File: src/rtl/bcd_serial_adder.sv
// Digit-serial BCD adder/subtractor.
// One BCD digit per clock, least significant first, with +6 decimal correction.
// Subtraction adds the nines' complement of B with an inverted borrow-in, so a
// negative difference comes back in ten's complement with cout=0.
// Operands holding a digit above 9 flag err and force a zero result.
module bcd_serial_adder #(
  parameter int DIGITS = 4,
  parameter int CNTW   = 3
) (
  input  logic                  clk,
  input  logic                  rst_n,
  input  logic                  start,
  input  logic                  sub,
  input  logic                  cin,
  input  logic [4*DIGITS-1:0]   a,
  input  logic [4*DIGITS-1:0]   b,
  output logic [4*DIGITS-1:0]   sum,
  output logic                  cout,
  output logic                  busy,
  output logic                  done,
  output logic                  err
);

  typedef enum logic [1:0] {
    IDLE = 2'd0,
    ADD  = 2'd1,
    DONE = 2'd2
  } state_t;

  state_t              state_r;
  logic [4*DIGITS-1:0] a_r;
  logic [4*DIGITS-1:0] b_r;
  logic                sub_r;
  logic                carry_r;
  logic                err_int_r;
  logic [CNTW-1:0]     cnt_r;

  logic [3:0]          a_dig_s;
  logic [3:0]          b_dig_s;
  logic [4:0]          res_s;
  logic                last_s;

  // One decimal digit step: {carry_out, digit}; B is nines'-complemented when subtracting.
  function automatic logic [4:0] bcd_digit(input logic [3:0] ad, input logic [3:0] bdig,
                                           input logic sub_m, input logic c_in);
    logic [3:0] bd;
    logic [4:0] t;
    logic [4:0] r;
    bd = sub_m ? (4'd9 - bdig) : bdig;
    t  = {1'b0, ad} + {1'b0, bd} + {4'd0, c_in};
    if (t > 5'd9) begin
      r = {1'b1, t[3:0] + 4'd6};
    end else begin
      r = {1'b0, t[3:0]};
    end
    return r;
  endfunction

  // True when any packed digit of the operand lies outside 0..9.
  function automatic logic bad_digits(input logic [4*DIGITS-1:0] v);
    logic f;
    f = 1'b0;
    for (int i = 0; i < DIGITS; i++) begin
      f = f | (v[4*i +: 4] > 4'd9);
    end
    return f;
  endfunction

  // Select the operand digits addressed by the digit counter (AND-OR mux).
  always_comb begin
    a_dig_s = 4'd0;
    b_dig_s = 4'd0;
    for (int i = 0; i < DIGITS; i++) begin
      a_dig_s = a_dig_s | (a_r[4*i +: 4] & {4{cnt_r == CNTW'(i)}});
      b_dig_s = b_dig_s | (b_r[4*i +: 4] & {4{cnt_r == CNTW'(i)}});
    end
    res_s  = bcd_digit(a_dig_s, b_dig_s, sub_r, carry_r);
    last_s = (cnt_r == CNTW'(DIGITS - 1));
  end

  // Control FSM with registered datapath and outputs.
  always_ff @(posedge clk or negedge rst_n) begin
    if (!rst_n) begin
      state_r   <= IDLE;
      a_r       <= '0;
      b_r       <= '0;
      sub_r     <= 1'b0;
      carry_r   <= 1'b0;
      err_int_r <= 1'b0;
      cnt_r     <= '0;
      sum       <= '0;
      cout      <= 1'b0;
      busy      <= 1'b0;
      done      <= 1'b0;
      err       <= 1'b0;
    end else begin
      case (state_r)
        IDLE: begin
          done <= 1'b0;
          if (start) begin
            a_r       <= a;
            b_r       <= b;
            sub_r     <= sub;
            cnt_r     <= '0;
            carry_r   <= sub ? ~cin : cin;
            err_int_r <= bad_digits(a) | bad_digits(b);
            err       <= 1'b0;
            cout      <= 1'b0;
            busy      <= 1'b1;
            state_r   <= ADD;
          end else begin
            busy    <= 1'b0;
            state_r <= IDLE;
          end
        end
        ADD: begin
          for (int i = 0; i < DIGITS; i++) begin
            if (cnt_r == CNTW'(i)) begin
              sum[4*i +: 4] <= res_s[3:0];
            end
          end
          carry_r <= res_s[4];
          cnt_r   <= cnt_r + CNTW'(1);
          if (last_s) begin
            // Final digit: publish the result with the completion pulse.
            done    <= 1'b1;
            err     <= err_int_r;
            state_r <= DONE;
            if (err_int_r) begin
              sum  <= '0;
              cout <= 1'b0;
            end else begin
              cout <= res_s[4];
            end
          end else begin
            state_r <= ADD;
          end
        end
        DONE: begin
          done    <= 1'b0;
          busy    <= 1'b0;
          state_r <= IDLE;
        end
        default: begin
          done    <= 1'b0;
          busy    <= 1'b0;
          state_r <= IDLE;
        end
      endcase
    end
  end

endmodule

File: config.mk
export PLATFORM = sky130hd
export DESIGN_NAME = bcd_serial_adder
export DESIGN_NICKNAME = d
export VERILOG_FILES = /design/src/rtl/bcd_serial_adder.sv
export SDC_FILE = /design/constraint.sdc
export NUM_CORES = 1
export LEC_CHECK = 0
export ABC_AREA = 1
export ABC_CLOCK_PERIOD_IN_PS = 4800
export CAP_MARGIN = 20
export CORE_UTILIZATION = 52
export CTS_CLUSTER_DIAMETER = 50
export DETAILED_ROUTE_END_ITERATION = 8
export PLACE_DENSITY = 0.79
export SYNTH_ARGS = -nofsm -noshare
export SYNTH_HDL_FRONTEND = slang
export SYNTH_SLANG_ARGS = --single-unit
File: constraint.sdc
create_clock -name clk -period 4.8 [get_ports clk]
set_input_delay 0.96 -clock clk [delete_from_list [all_inputs] [get_ports clk]]
set_output_delay 0.96 -clock clk [all_outputs]
set_load 0.02 [all_outputs]
Word-level counts from Yosys, hierarchy flattened
Cells that the tools add are included.
{"block": "word_totals", "register_bits": 60, "word_cells": 86, "inputBits": 37, "out_inout_bits": 20}
{"block": "op_classes", "n_lt_le_gt_ge": 9, "reduce_logical": 6, "n_mux": 26, "n_bitwise": 22, "addsub": 5, "n_eq_ne": 6}
{"cell": "$and A4 B4 Y4", "n": 8}
{"cell": "$gt A4 B4 Y1 const B", "n": 8}
{"cell": "$mux W16", "n": 2}
{"cell": "$or A4 B4 Y4", "n": 6}
{"cell": "$mux W4", "n": 5}
{"cell": "$mux W1", "n": 10}
{"cell": "$pmux W1 S2", "n": 4}
{"cell": "$or A1 B1 Y1", "n": 7}
{"cell": "$eq A3 B2 Y1 const B", "n": 2}
{"cell": "$pmux W3 S2", "n": 1}
{"cell": "$add A4 B4 Y5", "n": 1}
{"cell": "$add A5 B1 Y5", "n": 1}
{"cell": "$gt A5 B4 Y1 const B", "n": 1}
{"cell": "$mux W5", "n": 1}
{"cell": "$add A4 B3 Y4 const B", "n": 1}
{"cell": "$ne A2 B2 Y1 const B", "n": 2}
{"cell": "$pmux W2 S2", "n": 1}
{"cell": "$reduce_and A2 Y1", "n": 2}
{"cell": "$sub A4 B4 Y4 const A", "n": 1}
{"cell": "$add A3 B1 Y3 const B", "n": 1}
{"cell": "$eq A3 B1 Y1 const B", "n": 1}
{"cell": "$logic_not A3 Y1", "n": 1}
{"cell": "$mux W3", "n": 1}
{"cell": "$reduce_and A3 Y1", "n": 1}
{"cell": "other kinds (5)", "n": 5}

Depth between registers and ports, before layout
Gate-level depths: netlist of the first run.
{"block": "depth", "ltp_word": 14, "depth_mapped": 22, "depth_no_buf": 21}

Worst setup path before layout of the first run
No wires, ideal clock.
{"block": "synth_timing", "path_type": "register to register", "from": "reg cnt_r[0]", "to": "reg sum[11]", "arrival_ns": 3.299, "stages_incl_launch_ff": 19, "period_less_slack_ns": 3.416, "required_time_ns": 4.683, "n_path_buf": 1, "setup_time_ns": 0.117, "path_slack_ns": 1.384, "cell_sequence": "dfrtp_1 -> ha_1 -> ha_1 -> clkbuf_1 -> nand2_1 -> o21ai_0 -> a221oi_1 -> xor2_1 -> fa_1 -> fa_1 -> xor2_2 -> ha_1 -> nand2_1 -> a21boi_2 -> nand2_4 -> nand3_1 -> nand3_1 -> nand2_1 -> nand2_1"}
{"block": "synth_via", "elab_chain_len": 14, "elab_cells_between_ends": 28, "classes_between": "4 x add/sub; 1 x order compare; 3 x eq/ne; 5 x mux; 14 x bitwise; 1 x reduce/logical"}
{"item": "start, declared", "line": "36", "text": "logic [CNTW-1:0] cnt_r;"}
{"item": "start signal, assigned", "line": "123", "text": "cnt_r <= cnt_r + CNTW'(1);"}
{"item": "$eq A3 B1 Y1 / $logic_not A3 Y1 (equally long branches)", "line": "74, 75"}
{"item": "$and A4 B4 Y4", "line": "75", "text": "b_dig_s = b_dig_s | (b_r[4*i +: 4] & {4{cnt_r == CNTW'(i)}});"}
{"item": "$or A4 B4 Y4 (3 in series)", "line": "75"}
{"item": "$sub A4 B4 Y4", "line": "49", "text": "bd = sub_m ? (4'd9 - bdig) : bdig;"}
{"item": "$mux W4", "line": "49"}
{"item": "$add A4 B4 Y5", "line": "50", "text": "t = {1'b0, ad} + {1'b0, bd} + {4'd0, c_in};"}
{"item": "$add A5 B1 Y5", "line": "50"}
{"item": "$add A4 B3 Y4 / $gt A5 B4 Y1 (equally long branches)", "line": "52, 51"}
{"item": "$mux W5", "line": "51", "text": "if (t > 5'd9) begin"}
{"item": "$mux W4", "line": "118", "text": "if (cnt_r == CNTW'(i)) begin"}
{"item": "$mux W16", "line": "129", "text": "if (err_int_r) begin"}
{"item": "$mux W16 (*)", "line": "124", "text": "if (last_s) begin"}
{"item": "end signal, assigned by index", "line": "119", "text": "sum[4*i +: 4] <= res_s[3:0];"}
{"item": "end, declared", "line": "17", "text": "output logic [4*DIGITS-1:0] sum,"}
Mark *: on every way between the ends. The rest lies on a longest branch, timed or not.
A chain may end at the register's enable or synchronous reset.

Worst setup path in the final report of the first run
{"block": "layout_timing", "from": "reg cnt_r[0]", "to": "reg sum[2]"}
{"block": "layout_via", "elab_chain_len": 14, "elab_cells_between_ends": 28, "classes_between": "4 x add/sub; 1 x order compare; 3 x eq/ne; 5 x mux; 14 x bitwise; 1 x reduce/logical"}
{"item": "$eq A3 B1 Y1 / $logic_not A3 Y1 (equally long branches)", "line": "74, 75, 118"}
{"item": "$and A4 B4 Y4", "line": "75"}
{"item": "$or A4 B4 Y4 (3 in series)", "line": "75"}
{"item": "$sub A4 B4 Y4", "line": "49"}
{"item": "$mux W4", "line": "49"}
{"item": "$add A4 B4 Y5", "line": "50"}
{"item": "$add A5 B1 Y5", "line": "50"}
{"item": "$add A4 B3 Y4 / $gt A5 B4 Y1 (equally long branches)", "line": "52, 51"}
{"item": "$mux W5", "line": "51"}
{"item": "$mux W4", "line": "118"}
{"item": "$mux W16", "line": "129"}
{"item": "$mux W16 (*)", "line": "124"}
Marks and branches as above.

==> results list, run 1 <==
- In the final layout, flip-flops and latches occupy 1500 um2.
- Number of instances in the synthesized netlist: about 380
* Die Footprint: 6270 um2
- Area of the multi-input gates: 1390 um2
- WHS: 0.474 ns
- Setup violators final: 0
- From left edge to right edge, the die measures around 79 um.
- H-tree levels: 3
- In the final layout, the share of cells above drive strength 1 is 0.0747.
* Top area cells in the synthesized netlist: dfrtp_1 48%, nand2_1 18%, o21ai_0 4.4%
- Critical path type: reg -> reg
- Across every metal layer, demand over resource in global routing totals 0.252.
- Worst-path cell chain: ha_1 > ha_1 > nand2_1 > o21ai_0 > a221oi_1 > xor2_1 > fa_1 > fa_1 > xor2_2 > ha_1 > nand2_1 > a21boi_2 > nand2_4 > nand2_4 > nand2_2 > nand3_1 > nand2_1 > nand2_1
* Cell with the largest stage delay on the worst path: fa_1
- The number of nets handed over by synthesis was 430.
- Yosys cell types: 34
- The worst hold path belongs to the class reg -> reg.
- The initial utilization of the core area, before any placement, comes to 0.549.
- Clock latency on the worst-skew pair, taken at its later pin, is about 0.34 ns.
- For this run, design rule violations remaining after detail routing come to 0.
- Along the worst path, the maximum fanout reaches 11.
- CP max stage delay: 0.46 ns
- Total inserted antenna cells: 0
- R2R Path Start: cnt_r[0]
- Core Box Area: 5640 um2
- Count of instances resized after the clock tree is built: 0
- Number of detailed-route iterations in the first pass: 4
- Across all register-to-register paths, the minimum setup slack is 1.02 ns.
- After clock tree synthesis, the setup repair step added 0 buffers.
- Clock tree buffer depth: 2
* Maximum number of pins on one net before global-route repair: between 60 and 70
* Most used flip-flop cell after synthesis: dfrtp_1
* Cell repeated most along the worst path: nand2_1
* Placer Congestion: 0.836
- Aggregate routed wire length: just under 7000 um
- Sequential fraction of the synthesis area: 0.484
- Maximum operating frequency: 265 MHz
* Post-placement worst setup slack: 1.05 ns
* Slew at the pin closest to its max-slew limit: slightly below 1 ns
- Number of synthesized flops with an enable pin: 0
- Summed over all layers, the global routing overflow is 0.
- Placed cell count: 498
* Sink of the worst hold path: b_r[14]
* Startpoint of the most critical hold path: b_r[14]
* Mean post-synth cell area: 8.13 um2
* Setup TNS Final: 0 ns
- The floorplan step set the die height to 79.2 um.
- Setup repair after global routing missed its margin: no
- Synthesis-to-finish area growth: 24.7%
- The number of antenna violations at the first check in global routing was 0.
- Max Cap Viol: 0
- The number of max-slew violations in the final report is 0.
- TritonCTS created 9 clock buffers.
* Number of global-route vias before repair: 2678
* Leading cell types in the layout, fill and taps excluded: 150 x nand2_1, 60 x dfrtp_1, 55 x clkdlybuf4s50_1, 32 x inv_1
- The endpoint identified for the worst register-to-register timing path is sum[2].
- The clock period could shrink to 3.78 ns.
* Filler Cells Inserted: 456
* Wire length of the first global-routing pass: 12100 um
- Data required time of the critical path: 5.03 ns
- After detailed routing, the average wire length per cell comes to 13.5 um.
- The routed layout has 2670 vias.
* Worst slew margin relative to its limit: 0.331
- For this run, the number of Yosys warnings is 0.
- Summing every instance area after synthesis gives 3100 um2.
- DR vias/cell: 5.19
- Placed wire-length estimate after detailed placement: 4960 um
* Final worst path period share: 0.787
- For this design, the sink count on the clock tree is 60.
- The count of nets left with antenna violations once routing finished came out at 0.
- Min-Delay Path Depth: 2
- Post-CTS clock slew at the launch and capture registers of the worst setup and hold paths: 0.07 ns
* Ports placed on the boundary: 57
* Most common library cell in the layout ignoring fill and taps: nand2_1
- Post-CTS Hold Fix Bufs: 0
- Seq cells post-synth: 60
- The worst setup path is captured at a flop.
- Across all setup checks in the final design, the least slack found is 1.02 ns.
* Outcome: completed
- Category of the worst setup path launch point: flop
* Count of final hold-check violations: 0
- Total number of nets in the final design: 486
* Floorplan row count: 27
* Arrival time at the worst endpoint: about 4 ns
- Final std cells w/o fill: about 500
* Clock tree skew after final layout: about 0.0074 ns
- Worst Reg2Reg Path Length in Cells: 18
* TritonCTS clock tree: yes
- In this run the clock root is driven by a clkbuf_8.
- Input and output buffers added on the ports amount to between 50 and 60.
- The first routing iteration left 136 violations.
* Share of the synthesized area in the top cell type: 0.484
- Of all cell types, the one taking the most synthesized area is dfrtp_1.
- After synthesis, the share of flip-flops with an asynchronous set or reset is 1.00.
[layout make-up]
cell class | instances | share of cell area
clock buffer | 11 | 0.0340
inverter | 33 | 0.0321
timing repair buffer | 58 | 0.148
sequential | 60 | 0.389
tap | 72 | 0.0233
clock inverter | 5 | 0.0136
multi-input combinational | 275 | 0.361
[logic make-up (layout without fill, tap and decap cells)]
| family | count (synthesis) | in the layout | synth area share |
|---|---|---|---|
| AO/OA/AOI/OAI | 52 | 52 | 0.108 |
| XOR/XNOR | 4 | 4 | 0.0137 |
| adder cells (fa/ha/maj) | 12 | 12 | 0.0533 |
| buffers and inverters | 46 | 107 | 0.0666 |
| flip-flops | 60 | 60 | 0.484 |
| AND/OR/NAND/NOR | 207 | 207 | 0.274 |
[worst max-delay path by stage]
stage,endpoint,start,slack (ns)
after floorplan,sum[11],cnt_r[0],1.38
after global placement,sum[2],cnt_r[0],1.17
after detailed placement,sum[10],cnt_r[0],1.05
after CTS,sum[2],cnt_r[0],1.03
after global routing,sum[5],cnt_r[0],0.76
final,sum[2],cnt_r[0],1.02
[worst max-delay path, delay by kind of cell, from the launching register on]
family          cells  cell delay, ns
flops               1            0.41
xor+xnor            2            0.39
simple gates        8            0.66
fa+ha+maj           5            1.68
compound gates      3            0.53
[layer usage]
metal | GRT usage | routed length (um) | up-vias
li1 | - | - | 1331
met4 | 0.107 | 146 | 0
met3 | 0.0483 | 306 | 16
met5 | 0 | 0 | -
met2 | 0.409 | 3270 | 75
met1 | 0.330 | 3210 | 1248
[cell usage after synthesis (2+ instances only)]
| cell type | number |
|---|---|
| nand2_1 | 150 |
| dfrtp_1 | 60 |
| inv_1 | 32 |
| nor2_1 | 28 |
| o21ai_0 | 27 |
| nand3_1 | 18 |
| ha_1 | 10 |
| clkbuf_1 | 6 |
| a21oi_1 | 4 |
| a221oi_1 | 4 |
| buf_6 | 4 |
| nand2_2 | 4 |
| nand2_4 | 4 |
| a311oi_1 | 3 |
| buf_2 | 3 |
| o2111ai_1 | 3 |
| fa_1 | 2 |
| o22ai_1 | 2 |
| xor2_1 | 2 |
[per-stage QoR]
stage               utilization  instance area, um2
finish                    0.685                3860
global route              0.685                3860
CTS                       0.685                3860
detailed placement        0.652                3680
global placement          0.652                3680
floorplan                     -                3100
[sequential cells by signal, summed over array words and instances (netlist names)]
register and count:
done 1, err 1, err_int_r 1, sum 16
b_r 16, busy 1, cnt_r 3, sub_r 1
state_r 2, a_r 16, cout 1, carry_r 1
Power of run 1 is not shown: default switching activity piles up to over one toggle a cycle in this logic, so the estimate is an artifact.
==> run 2, diff against run 1 <==
--- a/config.mk
+++ b/config.mk
@@ -6,12 +6,12 @@
 export NUM_CORES = 1
 export LEC_CHECK = 0
 export ABC_AREA = 1
-export ABC_CLOCK_PERIOD_IN_PS = 4800
+export ABC_CLOCK_PERIOD_IN_PS = 3400
 export CAP_MARGIN = 20
-export CORE_UTILIZATION = 52
+export CORE_UTILIZATION = 47
 export CTS_CLUSTER_DIAMETER = 50
 export DETAILED_ROUTE_END_ITERATION = 8
-export PLACE_DENSITY = 0.79
+export PLACE_DENSITY = 0.76
 export SYNTH_ARGS = -nofsm -noshare
 export SYNTH_HDL_FRONTEND = slang
 export SYNTH_SLANG_ARGS = --single-unit
==> constraint.sdc (replaced) <==
create_clock -name clk -period 3.4 [get_ports clk]
set_input_delay 0.68 -clock clk [delete_from_list [all_inputs] [get_ports clk]]
set_output_delay 0.68 -clock clk [all_outputs]
set_load 0.02 [all_outputs]
==> results list, run 2 (synthesis results as in run 1) <==
- Outcome: completed (unchanged)
* Category of the worst setup path launch point: flop (unchanged)
- Core Box Area: 6350 um2 (was 5640 um2)
- The global-route wire length before repair came to 12600 um (was 12100 um).
- The layout net count is 497 (was 486).
- Clock latency on the worst-skew pair: 0.35 ns (was 0.34 ns)
- The number of CTS-inserted buffers was 9 (unchanged).
- Post-CTS clock slew at the launch and capture registers of the worst setup and hold paths: 0.07 ns (about the same)
- The number of endpoints with negative hold slack in the final report is 0 (unchanged).
* CP max stage delay: 0.55 ns (was 0.46 ns)
- The classification of the worst-slack hold path was in -> async (was reg -> reg).
* Setup repair after global routing missed its margin: no (unchanged)
- The critical path's most frequent cell is nand2_1 (unchanged).
* DR iter-0 viols: 151 (was 136)
- The clock tree from TritonCTS was yes (unchanged).
* Clock Sinks: 60 (unchanged)
* Data required time of the critical path: 3.64 ns (was 5.03 ns)
* Placed cell count: 511 (was 498)
* Count of input and output buffers: 56 (unchanged)
- Floorplan row count: 29 (was 27)
* Routed length per instance: 14.3 um (was 13.5 um)
- The maximum count of clock buffers along a single path is 2 (unchanged).
- Final worst path period share: 0.943 (was 0.787)
* Overall die height: 83.2 um (was 79.2 um)
- DR vias/cell: 5.24 (was 5.19)
- The final estimated routing congestion in global placement was 0.824 (was 0.836).
- Clock root buffer: clkbuf_8 (unchanged)
- Leading cell types in the layout, fill and taps excluded: 149 x nand2_1, 60 x dfrtp_1, 55 x clkdlybuf4s50_1, 30 x inv_1 (was 150 x nand2_1, 60 x dfrtp_1, 55 x clkdlybuf4s50_1, 32 x inv_1).
- The cell with the largest stage delay on the worst path is fa_2 (was fa_1).
- Starting density of the core: 0.488 (was 0.549)
- The kind of end point of the critical path is a flop (unchanged).
* Final slew viol count: 0 (unchanged)
- The minimum clock period after layout came to 3.21 ns (was 3.78 ns).
* Critical path type: reg -> reg (unchanged)
* Maximum number of pins on one net before global-route repair: 42 (was 61)
- The total routing usage reported by global routing was 0.233 (was 0.252).
* Maximum operating frequency: 312 MHz (was 265 MHz)
* Aggregate routed wire length: 7570 um (was 6930 um)
- Highest fanout seen on the critical path: 6 (was 11)
* DRC: 0 (unchanged)
- The post-route clock skew is 0.00924 ns (was 0.00738 ns).
- Worst-path cell chain: ha_2 > ha_4 > nand2_1 > o21ai_0 > a221oi_2 > xor2_1 > fa_2 > fa_2 > buf_4 > inv_1 > nor2_2 > a21boi_4 > nand2_4 > nand2_8 > nand2_4 > nand3_2 > nand2_1 > nand2_1 (was ha_1 > ha_1 > nand2_1 > o21ai_0 > a221oi_1 > xor2_1 > fa_1 > fa_1 > xor2_2 > ha_1 > nand2_1 > a21boi_2 > nand2_4 > nand2_4 > nand2_2 > nand3_1 > nand2_1 > nand2_1)
- The area added between synthesis and finish is 32.1% (was 24.7%).
- The number of nets with antenna violations after detailed routing is 0 (unchanged).
- Fraction of layout cells with a size suffix above 1: 0.141 (was 0.0747)
- The number of global-route vias before repair is 2667 (was 2678).
- Most common library cell in the layout ignoring fill and taps: nand2_1 (unchanged)
- The die area is 6920 um2 (was 6270 um2).
* Overall via count from detail_route: 2776 (was 2670)
- The total of endpoints with negative setup slack in the final report was 0 (unchanged).
- The worst relative slew slack is 0.619 (was 0.331).
- Final std cells w/o fill: 530 (was 514)
- The number of buffers inserted by hold repair at cts came to 0 (unchanged).
- Overflow left after global routing: 0 (unchanged)
* H-tree levels: 3 (unchanged)
* Slew at the pin closest to its max-slew limit: 0.570 ns (was 0.993 ns)
- Number of detailed-route iterations in the first pass: 5 (was 4)
- Total inserted antenna cells: 0 (unchanged)
- Die W: 83.2 um (was 79.2 um)
* Initial antenna violation count: 0 (unchanged)
- The sum of net half-perimeters after detailed placement was 5330 um (was 4960 um).
- The filler cell count in the final layout came to 548 (was 456).
- Leading registers by flop count: a_r: 16 flops, b_r: 16 flops, sum: 16 flops (unchanged).
- Ports placed on the boundary: 57 (unchanged)
- Arrival time at the worst endpoint: 3.45 ns (was 4.01 ns)
- The number of violations of the max-capacitance limit came to 0 (unchanged).
run 2: cell count changes in the layout (fill, tap and decap cells not counted), sizes merged:
| cell | before | now |
|---|---|---|
| buf | 3 | 13 |
| clkbuf | 11 | 14 |
| clkinv | 3 | 1 |
run 2: stage by stage:
stage	util	hold WS [ns]	setup TNS, ns	setup slack (ns)	instance area, um2
after floorplan	-	0.384	0	0.0433	3100
after global routing	0.645	0.312	0	0.00259	4100
after global placement	0.590	0.455	0	0.0107	3750
after CTS	0.629	0.280	0	0.00526	3990
final	0.645	0.275	0	0.193	4100
after detailed placement	0.590	0.463	-0.220	-0.0701	3750
run 2: repair_timing:
action,4_1_cts,5_1_grt
setup endpoints to repair,10,14
pin swaps,3,11
gates resized for setup,2,21
setup buffers,2,1
run 2: critical path, delay by kind of cell (launching register included):
family	cells	cell delay, ns
compound gates	3	0.38
xor+xnor	1	0.12
fa+ha+maj	4	1.32
buf+inv	2	0.19
flops	1	0.41
simple gates	8	0.68
run 2: cell type report:
| class | count | area, um2 | area share |
|---|---|---|---|
| clock buffer | 13 | 179 | 0.0437 |
| clock inverter | 3 | 42.5 | 0.0104 |
| inverter | 33 | 124 | 0.0302 |
| multi-input combinational | 275 | 1500 | 0.366 |
| sequential | 60 | 1500 | 0.367 |
| tap | 77 | 96.3 | 0.0235 |
| timing repair buffer | 69 | 653 | 0.159 |
run 2: path summary, 6_finish.rpt:
| kind | start | to | slack (ns) | depth (start not counted) |
|---|---|---|---|---|
| setup / recovery | cnt_r[0] | sum[6] | 0.19 | 18 |
| hold / removal | rst_n | state_r[0] | 0.27 | 1 |
| setup reg to reg | cnt_r[0] | sum[6] | 0.19 | 18 |
| hold reg to reg | b_r[9] | b_r[9] | 0.48 | 2 |
| max in group asynchronous | rst_n | sum[10] | 2.25 | 2 |
| min in group clk | b_r[9] | b_r[9] | 0.48 | 2 |
run 2: per-layer routing:
| layer | vias to the layer above | routed length, um | GRT usage |
|---|---|---|---|
| met5 | - | 0 | 0 |
| met2 | 109 | 3680 | 0.378 |
| met4 | 0 | 160 | 0.116 |
| li1 | 1357 | - | - |
| met1 | 1297 | 3250 | 0.299 |
| met3 | 13 | 468 | 0.0417 |
Power of run 2 is left out for the same reason.
